### src/rtl/data_demux_rx_1.sv
// Receive-side data demux: assembles big-endian register bytes of a function-03 response into
// a shadow bank and commits the whole bank atomically only on a complete frame with a good CRC.
module data_demux_rx_1 #(
  parameter int adr_first_reg_read = 340,
  parameter int num_reg_read       = 30
) (
  input  logic        clk,
  input  logic        reset,
  input  logic        rx_start,
  input  logic [7:0]  rx_byte,
  input  logic        rx_byte_valid,
  input  logic        rx_frame_end,
  input  logic        rx_crc_ok,
  output logic [15:0] data_340_1,
  output logic [15:0] data_341_1,
  output logic [15:0] data_342_1,
  output logic [15:0] data_343_1,
  output logic [15:0] data_344_1,
  output logic [15:0] data_345_1,
  output logic [15:0] data_346_1,
  output logic [15:0] data_347_1,
  output logic [15:0] data_348_1,
  output logic [15:0] data_349_1,
  output logic [15:0] data_350_1,
  output logic [15:0] data_351_1,
  output logic [15:0] data_352_1,
  output logic [15:0] data_353_1,
  output logic [15:0] data_354_1,
  output logic [15:0] data_355_1,
  output logic [15:0] data_356_1,
  output logic [15:0] data_357_1,
  output logic [15:0] data_358_1,
  output logic [15:0] data_359_1,
  output logic [15:0] data_360_1,
  output logic [15:0] data_361_1,
  output logic [15:0] data_362_1,
  output logic [15:0] data_363_1,
  output logic [15:0] data_364_1,
  output logic [15:0] data_365_1,
  output logic [15:0] data_366_1,
  output logic [15:0] data_367_1,
  output logic [15:0] data_368_1,
  output logic [15:0] data_369_1,
  output logic        update_ok,
  output logic        frame_err,
  output logic [7:0]  err_cnt,
  output logic [4:0]  word_idx,
  output logic        busy
);

  localparam int unsigned MAX_WORDS = 30;
  localparam int unsigned NUM_U     = num_reg_read;
  localparam logic [4:0]  NUM_W     = 5'(num_reg_read);

  if (num_reg_read < 1 || num_reg_read > 30 ||
      adr_first_reg_read < 0 || adr_first_reg_read > 65506) begin : g_param_check
    $error("data_demux_rx_1: illegal parameter values");
  end

  typedef enum logic [1:0] {IDLE, HI, LO, DONE} state_t;

  state_t      state_q, state_d;
  logic [7:0]  hi_q, hi_d;
  logic [4:0]  word_idx_q, word_idx_d;
  logic        overrun_q, overrun_d;
  logic        update_ok_q, update_ok_d;
  logic        frame_err_q, frame_err_d;
  logic [7:0]  err_cnt_q, err_cnt_d;
  logic [15:0] shadow_q [MAX_WORDS];
  logic [15:0] shadow_d [MAX_WORDS];
  logic [15:0] data_q   [MAX_WORDS];
  logic [15:0] data_d   [MAX_WORDS];

  always_comb begin
    state_d     = state_q;
    hi_d        = hi_q;
    word_idx_d  = word_idx_q;
    overrun_d   = overrun_q;
    err_cnt_d   = err_cnt_q;
    shadow_d    = shadow_q;
    data_d      = data_q;
    update_ok_d = 1'b0;
    frame_err_d = 1'b0;

    // Priority: rx_start aborts silently, frame end beats a same-cycle byte.
    if (rx_start) begin
      state_d    = HI;
      word_idx_d = '0;
      overrun_d  = 1'b0;
    end else if (rx_frame_end && state_q != IDLE) begin
      state_d = IDLE;
      if (state_q == DONE && rx_crc_ok && !overrun_q) begin
        for (int unsigned k = 0; k < NUM_U; k++) data_d[k] = shadow_q[k];
        update_ok_d = 1'b1;
      end else begin
        frame_err_d = 1'b1;
        if (err_cnt_q != '1) err_cnt_d = err_cnt_q + 8'd1;
      end
    end else if (rx_byte_valid) begin
      case (state_q)
        HI: begin
          hi_d    = rx_byte;
          state_d = LO;
        end
        LO: begin
          shadow_d[word_idx_q] = {hi_q, rx_byte};
          word_idx_d           = word_idx_q + 5'd1;
          state_d              = (word_idx_d == NUM_W) ? DONE : HI;
        end
        DONE:    overrun_d = 1'b1;
        default: ;
      endcase
    end
  end

  always_ff @(posedge clk) begin
    if (reset) begin
      state_q     <= IDLE;
      hi_q        <= '0;
      word_idx_q  <= '0;
      overrun_q   <= 1'b0;
      update_ok_q <= 1'b0;
      frame_err_q <= 1'b0;
      err_cnt_q   <= '0;
      for (int unsigned k = 0; k < MAX_WORDS; k++) begin
        shadow_q[k] <= '0;
        data_q[k]   <= '0;
      end
    end else begin
      state_q     <= state_d;
      hi_q        <= hi_d;
      word_idx_q  <= word_idx_d;
      overrun_q   <= overrun_d;
      update_ok_q <= update_ok_d;
      frame_err_q <= frame_err_d;
      err_cnt_q   <= err_cnt_d;
      shadow_q    <= shadow_d;
      data_q      <= data_d;
    end
  end

  assign update_ok = update_ok_q;
  assign frame_err = frame_err_q;
  assign err_cnt   = err_cnt_q;
  assign word_idx  = word_idx_q;
  assign busy      = (state_q != IDLE);

  assign data_340_1 = data_q[0];
  assign data_341_1 = data_q[1];
  assign data_342_1 = data_q[2];
  assign data_343_1 = data_q[3];
  assign data_344_1 = data_q[4];
  assign data_345_1 = data_q[5];
  assign data_346_1 = data_q[6];
  assign data_347_1 = data_q[7];
  assign data_348_1 = data_q[8];
  assign data_349_1 = data_q[9];
  assign data_350_1 = data_q[10];
  assign data_351_1 = data_q[11];
  assign data_352_1 = data_q[12];
  assign data_353_1 = data_q[13];
  assign data_354_1 = data_q[14];
  assign data_355_1 = data_q[15];
  assign data_356_1 = data_q[16];
  assign data_357_1 = data_q[17];
  assign data_358_1 = data_q[18];
  assign data_359_1 = data_q[19];
  assign data_360_1 = data_q[20];
  assign data_361_1 = data_q[21];
  assign data_362_1 = data_q[22];
  assign data_363_1 = data_q[23];
  assign data_364_1 = data_q[24];
  assign data_365_1 = data_q[25];
  assign data_366_1 = data_q[26];
  assign data_367_1 = data_q[27];
  assign data_368_1 = data_q[28];
  assign data_369_1 = data_q[29];

endmodule
### config.mk
export PLATFORM = sky130hd
export DESIGN_NAME = data_demux_rx_1
export DESIGN_NICKNAME = d
export VERILOG_FILES = /design/src/rtl/data_demux_rx_1.sv
export SDC_FILE = /design/constraint.sdc
export NUM_CORES = 2
export LEC_CHECK = 0
export ABC_CLOCK_PERIOD_IN_PS = 2900
export CORE_MARGIN = 4
export CORE_UTILIZATION = 40
export DETAILED_ROUTE_END_ITERATION = 8
export GPL_TIMING_DRIVEN = 1
export PLACE_DENSITY = 0.68
export SLEW_MARGIN = 20
export SYNTH_ARGS = -nofsm -noshare
export SYNTH_HDL_FRONTEND = slang
export SYNTH_SLANG_ARGS = --single-unit
export TNS_END_PERCENT = 5
### constraint.sdc
create_clock -name clk -period 2.9 [get_ports clk]
set_input_delay 0.435 -clock clk [delete_from_list [all_inputs] [get_ports clk]]
set_output_delay 0.435 -clock clk [all_outputs]
set_load 0.02 [all_outputs]
-- Yosys cells after proc, flatten, opt, wreduce, memory -nomap -nowiden
Cells that the tools add are included.
- flip-flop bits (word level): 986
- input port bits: 14
- logic and storage cells: 111
- add/sub/neg operators: 2
- $lt $le $gt $ge: 2
- equality and inequality tests: 5
- muxes and demuxes: 10
- bitwise logic cells: 4
- reductions and logical operators: 20
- operator list (operator ; number):
    480-bit bitwise mux ; 1
    16-bit demux with 5-bit select ; 1
    16-bit two-way mux ; 1
    4-bit AND reduction ; 3
    3-bit AND reduction ; 3
    8-bit by 1-bit adder with 8-bit output, second input constant ; 1
    8-bit inequality test, second input constant ; 1
    6-bit >= comparator, second input constant ; 1
    6-bit by 1-bit < comparator with 1-bit output, second input constant ; 1
    5-bit inverter with 6-bit output ; 1
    3-bit OR reduction ; 2
    5-bit by 1-bit adder with 5-bit output, second input constant ; 1
    5-bit == test, second input constant ; 1
    1-bit two-way mux ; 5
    2-bit == test, second input constant ; 2
    1-bit logical AND ; 4
    2-bit one-hot mux with 2 select lines ; 1
    2-bit AND reduction ; 2
    2-bit nonzero test ; 2
    4-bit nonzero test ; 1
    1-bit inverter ; 3
    3-bit nonzero test ; 1
    2-bit by 1-bit == test with 1-bit output, second input constant ; 1
    2-bit two-way mux ; 1
    other kinds (2) ; 2

-- Logic depth before layout (Yosys ltp)
- depth after elaboration: 7
- gate-level depth with buffers: 11
- depth with buffers taken out: 6

-- Least setup slack after synthesis
OpenSTA, ideal clock, no wires.
- path type: reg-to-reg
- start: reg word_idx_q[0] (netlist: word_idx[0])
- end: reg shadow_q[10] in the netlist's numbering
- library setup time: 0.128 ns
- arrival time: 2.029 ns
- required time: 2.772 ns
- path slack: 0.744 ns
- stages on the path, launching flop included: 8
- buffers on the path: 2
- path through: dfxtp_1 ha_1 nand3_1 buf_4 nor4_4 buf_4 mux2i_1 nor2_1
- longest elaborated chain between the ends: 6
- RTL lines (element ; RTL line ; RTL):
    start, declared ; 64 ; logic [4:0] word_idx_q, word_idx_d;
    start signal, assigned ; 132 ; word_idx_q <= word_idx_d;
    5-bit inverter with 6-bit output (implied by the code) * ; 106 ; shadow_d[word_idx_q] = {hi_q, rx_byte};
    6-bit >= comparator (implied by the code) or 6-bit by 1-bit < comparator with 1-bit output (tied branches) ; 106 ;
    1-bit logical AND (implied by the code) ; 106 ;
    16-bit two-way mux (implied by the code) ; 106 ;
    16-bit demux with 5-bit select * ; 106 ;
    480-bit bitwise mux * ; 106 ;
    end signal, assigned ; 137 ; shadow_q <= shadow_d;
    end, declared ; 69 ; logic [15:0] shadow_q [MAX_WORDS];
Every way passes the cells marked *; elsewhere a longest branch is shown, timed or not.
A chain may end at the register's enable or synchronous reset.

-- Worst setup path in the final report
- start: reg state_q[0]
- end: out busy
- longest elaborated chain between the ends: 1
- RTL lines (element ; RTL line ; RTL):
    start, declared ; 62 ; state_t state_q, state_d;
    start signal, assigned ; 130 ; state_q <= state_d;
    2-bit nonzero test ; 146 ; assign busy = (state_q != IDLE);
    end, declared ; 48 ; output logic busy
Every way passes these cells.

==> out/qor.csv <==
stage,metric,value,unit
outcome,status,completed,
sta,hold slack final,0.202,ns
synth,mapped cell area,35200,um2
clocking,clock root cell,clkbuf_16,
placed_design,post-placement cell area,41500,um2
setup_path,Critical path origin,state_q[0],
grt,grt total ovfl,0,
synth,Yosys reg bits,986,
setup_path,RR Startpoint,state_q[0],
die,Die Y,305,um
synth,top-count cell post-synth,nand2_1,
clocking,clock buffer count from CTS,101,
sta,clk_skew,0.0174,ns
final_layout,"Core Util, Final",0.517,
setup_path,Required @ worst endpoint,2.47,ns
sta,Final Hold Viols,0,
placed_design,dpl ws,0.192,ns
pwr,leak pwr,14.4,nW
final_layout,Fillers,8148,
pwr,Clk pwr share,0.488,
sta,Max Freq,374,MHz
grt,GRT Util Overall,0.230,
final_layout,final instance area,45000,um2
clocking,post-cts gate resize count,0,
clocking,worst skew pair latency,0.66,ns
die,Top-Level Pins,510,
placed_design,hpwl dp,71.7,mm
sta,Setup WS post-layout,0.224,ns
sta,post-layout min period,2.68,ns
synth,post-synthesis sequential area ratio,0.561,
synth,largest area contributor in the netlist,dfxtp_1,
final_layout,fin cells,5857,
hold_path,hold_sp,rx_start,
synth,Async SR Flop Fraction,0,
synth,gate count after technology mapping,4233,
grt,largest net degree at the start of global routing,120,
clocking,CTS max path bufs,3,
final_layout,Largest register FFs,480,
pwr,Design Power,27.7,mW
setup_path,critical setup path kind,register to output port,
synth,Area contributors post-synth,"dfxtp_1, nand2_1, a21oi_1",
clocking,CTS tree,yes,
pwr,Sw Ratio,0.219,
placed_design,Placer Congestion,0.790,
setup_path,worst path arrival time,2.24,ns
sta,RSZ-0062 raised after global routing,no,
drt,TritonRoute pass-1 iters,7,
grt,first-pass GRT wire length,169,mm
final_layout,fraction of layout cells with a size suffix above 1,0.0753,
pwr,Pwr Density,615,nW/um2
sta,Relative slew margins,0.386,
final_layout,Final nets,4639,
grt,initial antenna violation count,5,
setup_path,Startpoint Class,register,
clocking,clock sinks,986,
pwr,combinational share of power,0.021,
run,MaxCap Viol Count,0,
synth,Synth top area share,0.561,
synth,number of flops mapped to enable cells by yosys,0,
die,die width,305,um
sta,total negative slack,0,ns
die,core area,87000,um2
hold_path,Worst Hold Class,input port to register,
setup_path,maximum fanout along the worst path,4,
synth,"Avg Cell Area, Syn",8.31,um2
setup_path,CP Capture Type,output port,
final_layout,multi-input logic area,13800,um2
drt,DR DRC count,0,
placed_design,Inst Count DP,5668,
placed_design,IO buf count,509,
die,die area,92700,um2
die,# rows,108,
sta,max-slew violations,0,
clocking,post-CTS setup buffers,0,
drt,1st-iter DRT viols,2643,
synth,synthesized net count,4256,
sta,period utilisation layout,0.923,
drt,vias per cell,5.07,
pwr,Max VDD drop,0.517,mV
sta,# setup viols final,0,
drt,final WL,112,mm
final_layout,"Area growth, synth to finish",27.9,%
grt,vias in the first global route,28000,
final_layout,Largest Register,shadow_q,
synth,Ys Warns,0,
synth,library cells used by synthesis,41,
clocking,H-tree depth,3,
pwr,Int Power,21.6,mW
pwr,sequential cell fraction of total power,0.491,
synth,"Primary FF master, synth",dfxtp_1,
clocking,Worst-path clk slew,0.06,ns
pwr,Switch Pwr,6.06,mW
synth,Post-synth top cells,"nand2_1, dfxtp_1, a21oi_1",
drt,Routed WL per cell,19.1,um
drt,Vias,29700,
final_layout,Register Area,19700,um2
die,starting density of the core,0.404,
sta,slew of the pin with the lowest slew margin,0.914,ns
drt,ANT nets after route,0,
clocking,hold_buf cts,0,
-- cells in the final DEF, fill, tap and decap left out, types with 18 or more instances in the layout --
cell             instances
nor2_1                 181
nor4_4                  30
buf_12                  36
or4_1                   22
a21oi_1                807
clkbuf_8                18
clkbuf_16              102
clkbuf_1                22
mux2i_1                170
nand2_1               1608
dfxtp_1                978
buf_4                   96
clkdlybuf4s50_1        499
-- power groups by stage --
stage	combinational [mW]	sequential (mW)	clock (mW)
3_3_place_gp	0.571	13.9	0
5_1_grt	0.605	13.6	14.3
2_1_floorplan	0.336	13.9	0
6_report	0.573	13.6	13.5
4_1_cts	0.574	13.6	13.7
3_5_place_dp	0.572	13.9	0
-- critical path, cell delays in order (launching register included) --
cell,delay [ns]
dfxtp_1,0.39
inv_1,0.09
ha_1,0.29
inv_1,0.12
clkdlybuf4s50_1,0.70
-- layer usage --
layer  GRT usage  share of wire
met5           0        0.00012
met1       0.312           0.44
met4      0.0752          0.029
met2       0.369           0.46
met3      0.0467          0.070
-- kinds of logic after synthesis --
logic type	synth area share
xor gates and xnor gates	0.00174
DFF	0.561
AOI/OAI and AO/OA	0.117
adders and majority gates	0.00320
buffers and inverters	0.0474
muxes	0.0484
and+or+nand+nor	0.221
-- layout make-up --
type / instances / area share
Clock buffer: 142 / 0.0641
Tap cell: 1155 / 0.0321
Sequential cell: 986 / 0.439
Inverter: 6 / 0.000501
Multi-Input combinational cell: 2881 / 0.306
Antenna cell: 3 / 0.000167
Clock inverter: 44 / 0.0134
Timing Repair Buffer: 640 / 0.144
-- path summary, 6_finish.rpt --
| kind | endpoint | slack [ns] | cells after the start |
|---|---|---|---|
| max | busy | 0.22 | 4 |
| min | state_q[0] | 0.20 | 3 |
| max reg2reg | data_367_1[0] | 0.29 | 7 |
| min reg2reg | data_352_1[3] | 0.45 | 2 |
Note: power is estimated with default switching activity, not from simulation.
